--- src/rtl/mdr_ctrl.sv ---
// Sequencer for the iterative multiply/divide/sqrt datapath: operand loads, init, per-iteration steps.
// Outputs decode registered state except ld_x/ld_y, which are gated by load in the same cycle.
module mdr_ctrl #(
  parameter int DW    = 16,
  parameter int CNT_W = 5
) (
  input  logic             clk,
  input  logic             rst,
  input  logic             start,
  input  logic [1:0]       op,
  input  logic             load,
  input  logic             y_is_zero,
  output logic             ld_x,
  output logic             ld_y,
  output logic             dp_init,
  output logic             step,
  output logic [CNT_W-1:0] iter,
  output logic [1:0]       op_q,
  output logic             busy,
  output logic             ready,
  output logic             error
);

  typedef enum logic [2:0] {
    IDLE      = 3'd0,
    LOAD_X    = 3'd1,
    LOAD_Y    = 3'd2,
    INIT      = 3'd3,
    PROCESING = 3'd4,
    READY     = 3'd5
  } state_e;

  localparam logic [1:0] OP_DIV  = 2'b01;
  localparam logic [1:0] OP_SQRT = 2'b10;
  localparam logic [1:0] OP_BAD  = 2'b11;

  localparam logic [CNT_W-1:0] LAST_FULL = CNT_W'(DW - 1);
  localparam logic [CNT_W-1:0] LAST_HALF = CNT_W'(DW / 2 - 1);

  state_e           state_q, state_d;
  logic [1:0]       op_d;
  logic             err_q, err_d;
  logic [CNT_W-1:0] iter_d;
  logic [CNT_W-1:0] last_iter;

  always_ff @(posedge clk) begin
    if (rst) begin
      state_q <= IDLE;
      op_q    <= '0;
      err_q   <= 1'b0;
      iter    <= '0;
    end else begin
      state_q <= state_d;
      op_q    <= op_d;
      err_q   <= err_d;
      iter    <= iter_d;
    end
  end

  always_comb begin
    state_d   = state_q;
    op_d      = op_q;
    err_d     = err_q;
    iter_d    = iter;
    ld_x      = 1'b0;
    ld_y      = 1'b0;
    dp_init   = 1'b0;
    step      = 1'b0;
    busy      = 1'b0;
    ready     = (state_q == READY);
    error     = (state_q == READY) && err_q;
    last_iter = (op_q == OP_SQRT) ? LAST_HALF : LAST_FULL;

    case (state_q)
      // READY accepts a new request exactly like IDLE; a simultaneous load is dropped.
      IDLE, READY: begin
        if (start) begin
          op_d = op;
          if (op == OP_BAD) begin
            err_d   = 1'b1;
            state_d = READY;
          end else begin
            err_d   = 1'b0;
            state_d = LOAD_X;
          end
        end
      end
      LOAD_X: begin
        busy = 1'b1;
        ld_x = load;
        if (load) state_d = (op_q == OP_SQRT) ? INIT : LOAD_Y;
      end
      LOAD_Y: begin
        busy = 1'b1;
        ld_y = load;
        if (load) state_d = INIT;
      end
      INIT: begin
        busy    = 1'b1;
        dp_init = 1'b1;
        iter_d  = '0;
        if (op_q == OP_DIV && y_is_zero) begin
          err_d   = 1'b1;
          state_d = READY;
        end else begin
          state_d = PROCESING;
        end
      end
      PROCESING: begin
        busy = 1'b1;
        step = 1'b1;
        // iter freezes on the final index so the display sees the last step count.
        if (iter == last_iter) state_d = READY;
        else                   iter_d  = iter + 1'b1;
      end
      default: state_d = IDLE;
    endcase
  end

endmodule

--- config.mk ---
export PLATFORM = sky130hd
export DESIGN_NAME = mdr_ctrl
export DESIGN_NICKNAME = d
export VERILOG_FILES = /design/src/rtl/mdr_ctrl.sv
export SDC_FILE = /design/constraint.sdc
export NUM_CORES = 1
export LEC_CHECK = 0
export BUFFER_PORTS_ARGS = -buffer_cell sky130_fd_sc_hd__buf_2
export CORE_MARGIN = 1.5
export CORE_UTILIZATION = 40
export CTS_BUF_LIST = sky130_fd_sc_hd__clkbuf_4 sky130_fd_sc_hd__clkbuf_8
export CTS_CLUSTER_SIZE = 25
export DETAILED_ROUTE_END_ITERATION = 8
export GPL_ROUTABILITY_DRIVEN = 0
export PLACE_DENSITY = 0.67
export REMOVE_ABC_BUFFERS = 1
export SLEW_MARGIN = 20
export SYNTH_ARGS = -nofsm -noshare
export SYNTH_HDL_FRONTEND = slang
export SYNTH_SLANG_ARGS = --single-unit
--- constraint.sdc ---
create_clock -name clk -period 2.69 [get_ports clk]
set_clock_uncertainty 0.2 [all_clocks]
set_input_delay 0.538 -clock clk [delete_from_list [all_inputs] [get_ports clk]]
set_output_delay 0.538 -clock clk [all_outputs]
set_load 0.05 [all_outputs]
[Word-level counts from Yosys, hierarchy flattened]
Index checks and enable logic that the tools add are counted.
Storage, ports and cells
  logic and storage cells: 51
  register bits after elaboration: 11
  bits of input ports: 7
Cells by class
  equal/unequal tests: 15
  reduce and logical (&&, ||, !) cells: 11
  $add $sub $neg: 1
  muxes and demuxes: 20
Operator list (number)
  $mux 3: 5
  $pmux 3 s5: 1
  $ne 2x2->1 const B: 6
  $mux 1: 10
  $pmux 5 s2: 1
  $eq 3x2->1 const B: 2
  $eq 3x3->1 const B: 2
  $add 5x1->5 const B: 1
  $eq 5x4->1: 1
  $mux 5: 1
  $eq 2x2->1 const B: 2
  $mux 4: 1
  $reduce_and 2->1: 2
  $reduce_and 4->1: 1
  $reduce_bool 2->1: 2
  $reduce_or 4->1: 1
  $eq 3x1->1 const B: 1
  $logic_not 3->1: 1
  $reduce_and 3->1: 1
  $eq 2x1->1 const B: 1
  $logic_and 1x1->1: 2
  $pmux 1 s2: 1
  $reduce_or 2->1: 1

[Longest topological paths before layout]
  word-level depth: 5
  depth in mapped cells: 6
  depth with buffers taken out: 5

[Worst setup path after synthesis]
No wires, ideal clock.
  kind: register to output
  start: reg state_q[2]
  end: out busy
  path slack: 0.509 ns
  stages on the path, launching flop included: 4
  data arrival time: 1.443 ns
  required time: 1.952 ns
  cells stage by stage: dfxtp_1 > buf_2 > buf_2 > xnor2_1
On the way
  longest elaborated chain between the ends: 3
  elaborated cells between the ends (all ways): 6
  those cells by class: eq/ne: 4; mux: 1; reduce/logical: 1
RTL lines
  start, declared: line 40  | state_e state_q, state_d;
  start signal, assigned: line 53  | state_q <= state_d;
  $eq 3x3->1 (tied with other cells): line 74  | case (state_q)
  $reduce_or 4->1 (no source line) *
  $mux 1 *: line 74
  end, declared: line 19  | output logic busy,
Every way passes the cells marked *; elsewhere a longest branch is shown, timed or not.

[Worst setup path after layout]
  start: reg state_q[0]
  end: out error
On the way
  longest elaborated chain between the ends: 2
RTL lines
  $eq 3x3->1: line 71  | error = (state_q == READY) && err_q;
  $logic_and 1x1->1: line 71
  end, declared: line 21  | output logic error
No other way between the ends.

==> results.cfg <==
[setup_path]
critical_path_class = flip-flop to output port
worstSetupEndpointType = output port
worstPathRequired_ns = 1.95
cp.arrival_ns = 1.63
crit_path_max_fanout = 11
start_kind = flip-flop

[synth]
async_reset_ff_frac = 0
synth_sequential_area_ratio = 0.3066
synth_top_family_by_area = simple AND/OR/NAND/NOR gates
yosys.area.top_type = dfxtp_1
synth_cell_types = 36
synth_compound_area_frac = 0.1672
yosys_warnings = 0
synth_cells = 84
ys.flop_type = dfxtp_1
synthAdderAreaFrac = 0.01742
muxShareOfSynthArea = 0.05749
synth_xor_area_frac = 0.08362
netlist.area_leader.share = 0.3066
yosys.area_share.simple = 0.3206
yosys-top-cells-area = dfxtp_1 31%, nor2_1 6.3%, xor2_1 4.9%, a21oi_1 4.2%, mux2i_1 4.2%
syn_avg_cell_area_um2 = 8.550
ys_ff_latch = 11
synth-edff-count = 0
synth_area_um2 = 718.2

[cts]
max-clock-path-buffers = 2
cts_setup_buffers = 0
cts_max_level = 1
cts.sinks = 11
clock_latency_ns = 0.26
clkTransAtPathRegs_ns = 0.07
cts_hold_buf = 0
root_buffer = clkbuf_4
cts_buffers = 3
cts_resized = 0
tritoncts = done

[pwr]
p_comb_frac = 0.508
p_per_area_nw_per_um2 = 914.8
irDropWorstVdd_v = 0.0004412
p_seq_frac = 0.338
clkPwrFrac = 0.154
p_switching_mw = 0.3724
p_leak_nw = 0.3827
switching_share = 0.4792
internal_power_mw = 0.4048

[sta]
hold_viol = 0
timing.slew.headroom = 0.6302
setup_viol = 0
fmax_mhz = 422.3
finalCritPeriodShare = 0.8803
rsz0062_at_grt = false
fin_tns_setup_ns = 0
worst_slack_ns = 0.3219
slew_violations = 0
fin_crit_ns = 2.368
worst_pin_slew_ns = 0.5540

[route]
met2_length_um = 674
drc_errors = 0
wl_met3_um = 65
wl_met1_um = 668
drt_first_pass_iters = 4
top_layer = met4
route.vias.total = 647
wl_per_cell_um = 11.09
drt_iter0_drc = 12
vias_per_cell = 5.055
ant_nets = 0
wl_um = 1420

[layout]
mostFrequentLayoutCells = 20 x buf_2, 12 x nor2_1, 11 x dfxtp_1
final_net_count = 112
final_util = 0.4974
antenna_cells = 0
fillerInstances = 178
drive_gt1_frac = 0.2913
syn2layout_area_growth_pct = 18.29
final_common_cell = buf_2
final_area_um2 = 849.6
final-instance-count-excl-fill = 128

[die]
die_area_um2 = 2059
ios = 21
die_y_um = 45.38
rows = 15
die_x_um = 45.38
core_area_um2 = 1708
start_util = 0.4205

[placed_design]
dp.cells = 124
hpwlAfterDp_um = 1083
place_area_um2 = 819.5
pre_cts_ws_ns = 0.6130
portBuffers = 20

[grt]
grt_pass1_vias = 534
antenna_found_initial = 0
grt_max_degree = 17
grt_overflow = 0
grt_pass1_wl_um = 2387
grt_usage = 0.1661

[flow_run]
drv_cap = 0

[outcome]
status = completed

[worst_hold_path]
hp-class = flip-flop to flip-flop
==> registers in the layout, indices dropped and copies added, names as in the netlist <==
register	flops
iter	5
op_q	2
state_q	3
err_q	1
==> logic make-up (layout without fill, tap and decap cells) <==
kind of cell	count (synthesis)	in the layout
and+or+nand+nor	38	38
AOI/OAI and AO/OA	18	18
DFF	11	11
xor gates and xnor gates	6	6
buffers and inverters	6	25
muxes	4	4
adders and majority gates	1	1
==> stage by stage <==
step / power, mW / hold slack [ns]
finish: 0.7772 / 0.3099
global route: 0.8385 / 0.3530
CTS: 0.7863 / 0.3170
detailed placement: 0.6617 / 0.3066
global placement: 0.6575 / 0.3015
floorplan: 0.5811 / 0.3487
==> layout make-up <==
type,instances,area (µm²),share of cell area
clock buffers,4,30.03,0.03535
inverters,1,3.754,0.004418
multi-input cells,67,464.2,0.5464
flip-flops and latches,11,220.2,0.2592
well taps,25,31.28,0.03682
repair buffers,20,100.1,0.1178
==> worst paths after layout <==
| path | from | slack [ns] | to | depth (start not counted) |
|---|---|---|---|---|
| setup reg to reg | state_q[2]$_SDFFE_PP0P_ | 0.90 | state_q[0]$_SDFFE_PP0P_ | 5 |
| hold reg to reg | iter[1]$_SDFFE_PP0P_ | 0.31 | iter[1]$_SDFFE_PP0P_ | 2 |
| hold / removal | iter[1]$_SDFFE_PP0P_ | 0.31 | iter[1]$_SDFFE_PP0P_ | 2 |
| setup / recovery | state_q[0]$_SDFFE_PP0P_ | 0.32 | error | 3 |
==> synthesized netlist by cell type, drive strengths merged (2+ instances only) <==
master / instances
a21oi: 6
nand2: 6
nor3: 2
and3b: 2
nor2b: 5
xnor2: 2
o211ai: 4
dfxtp: 11
nor2: 13
mux2i: 3
nand2b: 2
xor2: 4
and3: 3
buf: 5
==> critical path, cell delays in order, from the launching register on <==
cell     delay [ns]
dfxtp_1        0.59
nor2b_1        0.33
and3_1         0.19
buf_2          0.25
==> power groups by stage <==
stage                     Combinational [mW]  Sequential, mW  Clock [mW]
final                                  0.395           0.263       0.119
after global routing                   0.431           0.272       0.136
after CTS                              0.397           0.263       0.126
after detailed placement               0.395           0.267           0
after global placement                 0.393           0.264           0
after floorplan                        0.292           0.289           0
==> routing by layer <==
layer  GRT usage  vias to the layer above
li1            -                      332
met1      0.2176                      301
met2      0.2371                       12
met3     0.07143                        2
met4     0.07059                        0
met5           0                        -
No activity file was read; power rests on OpenSTA's default activity.
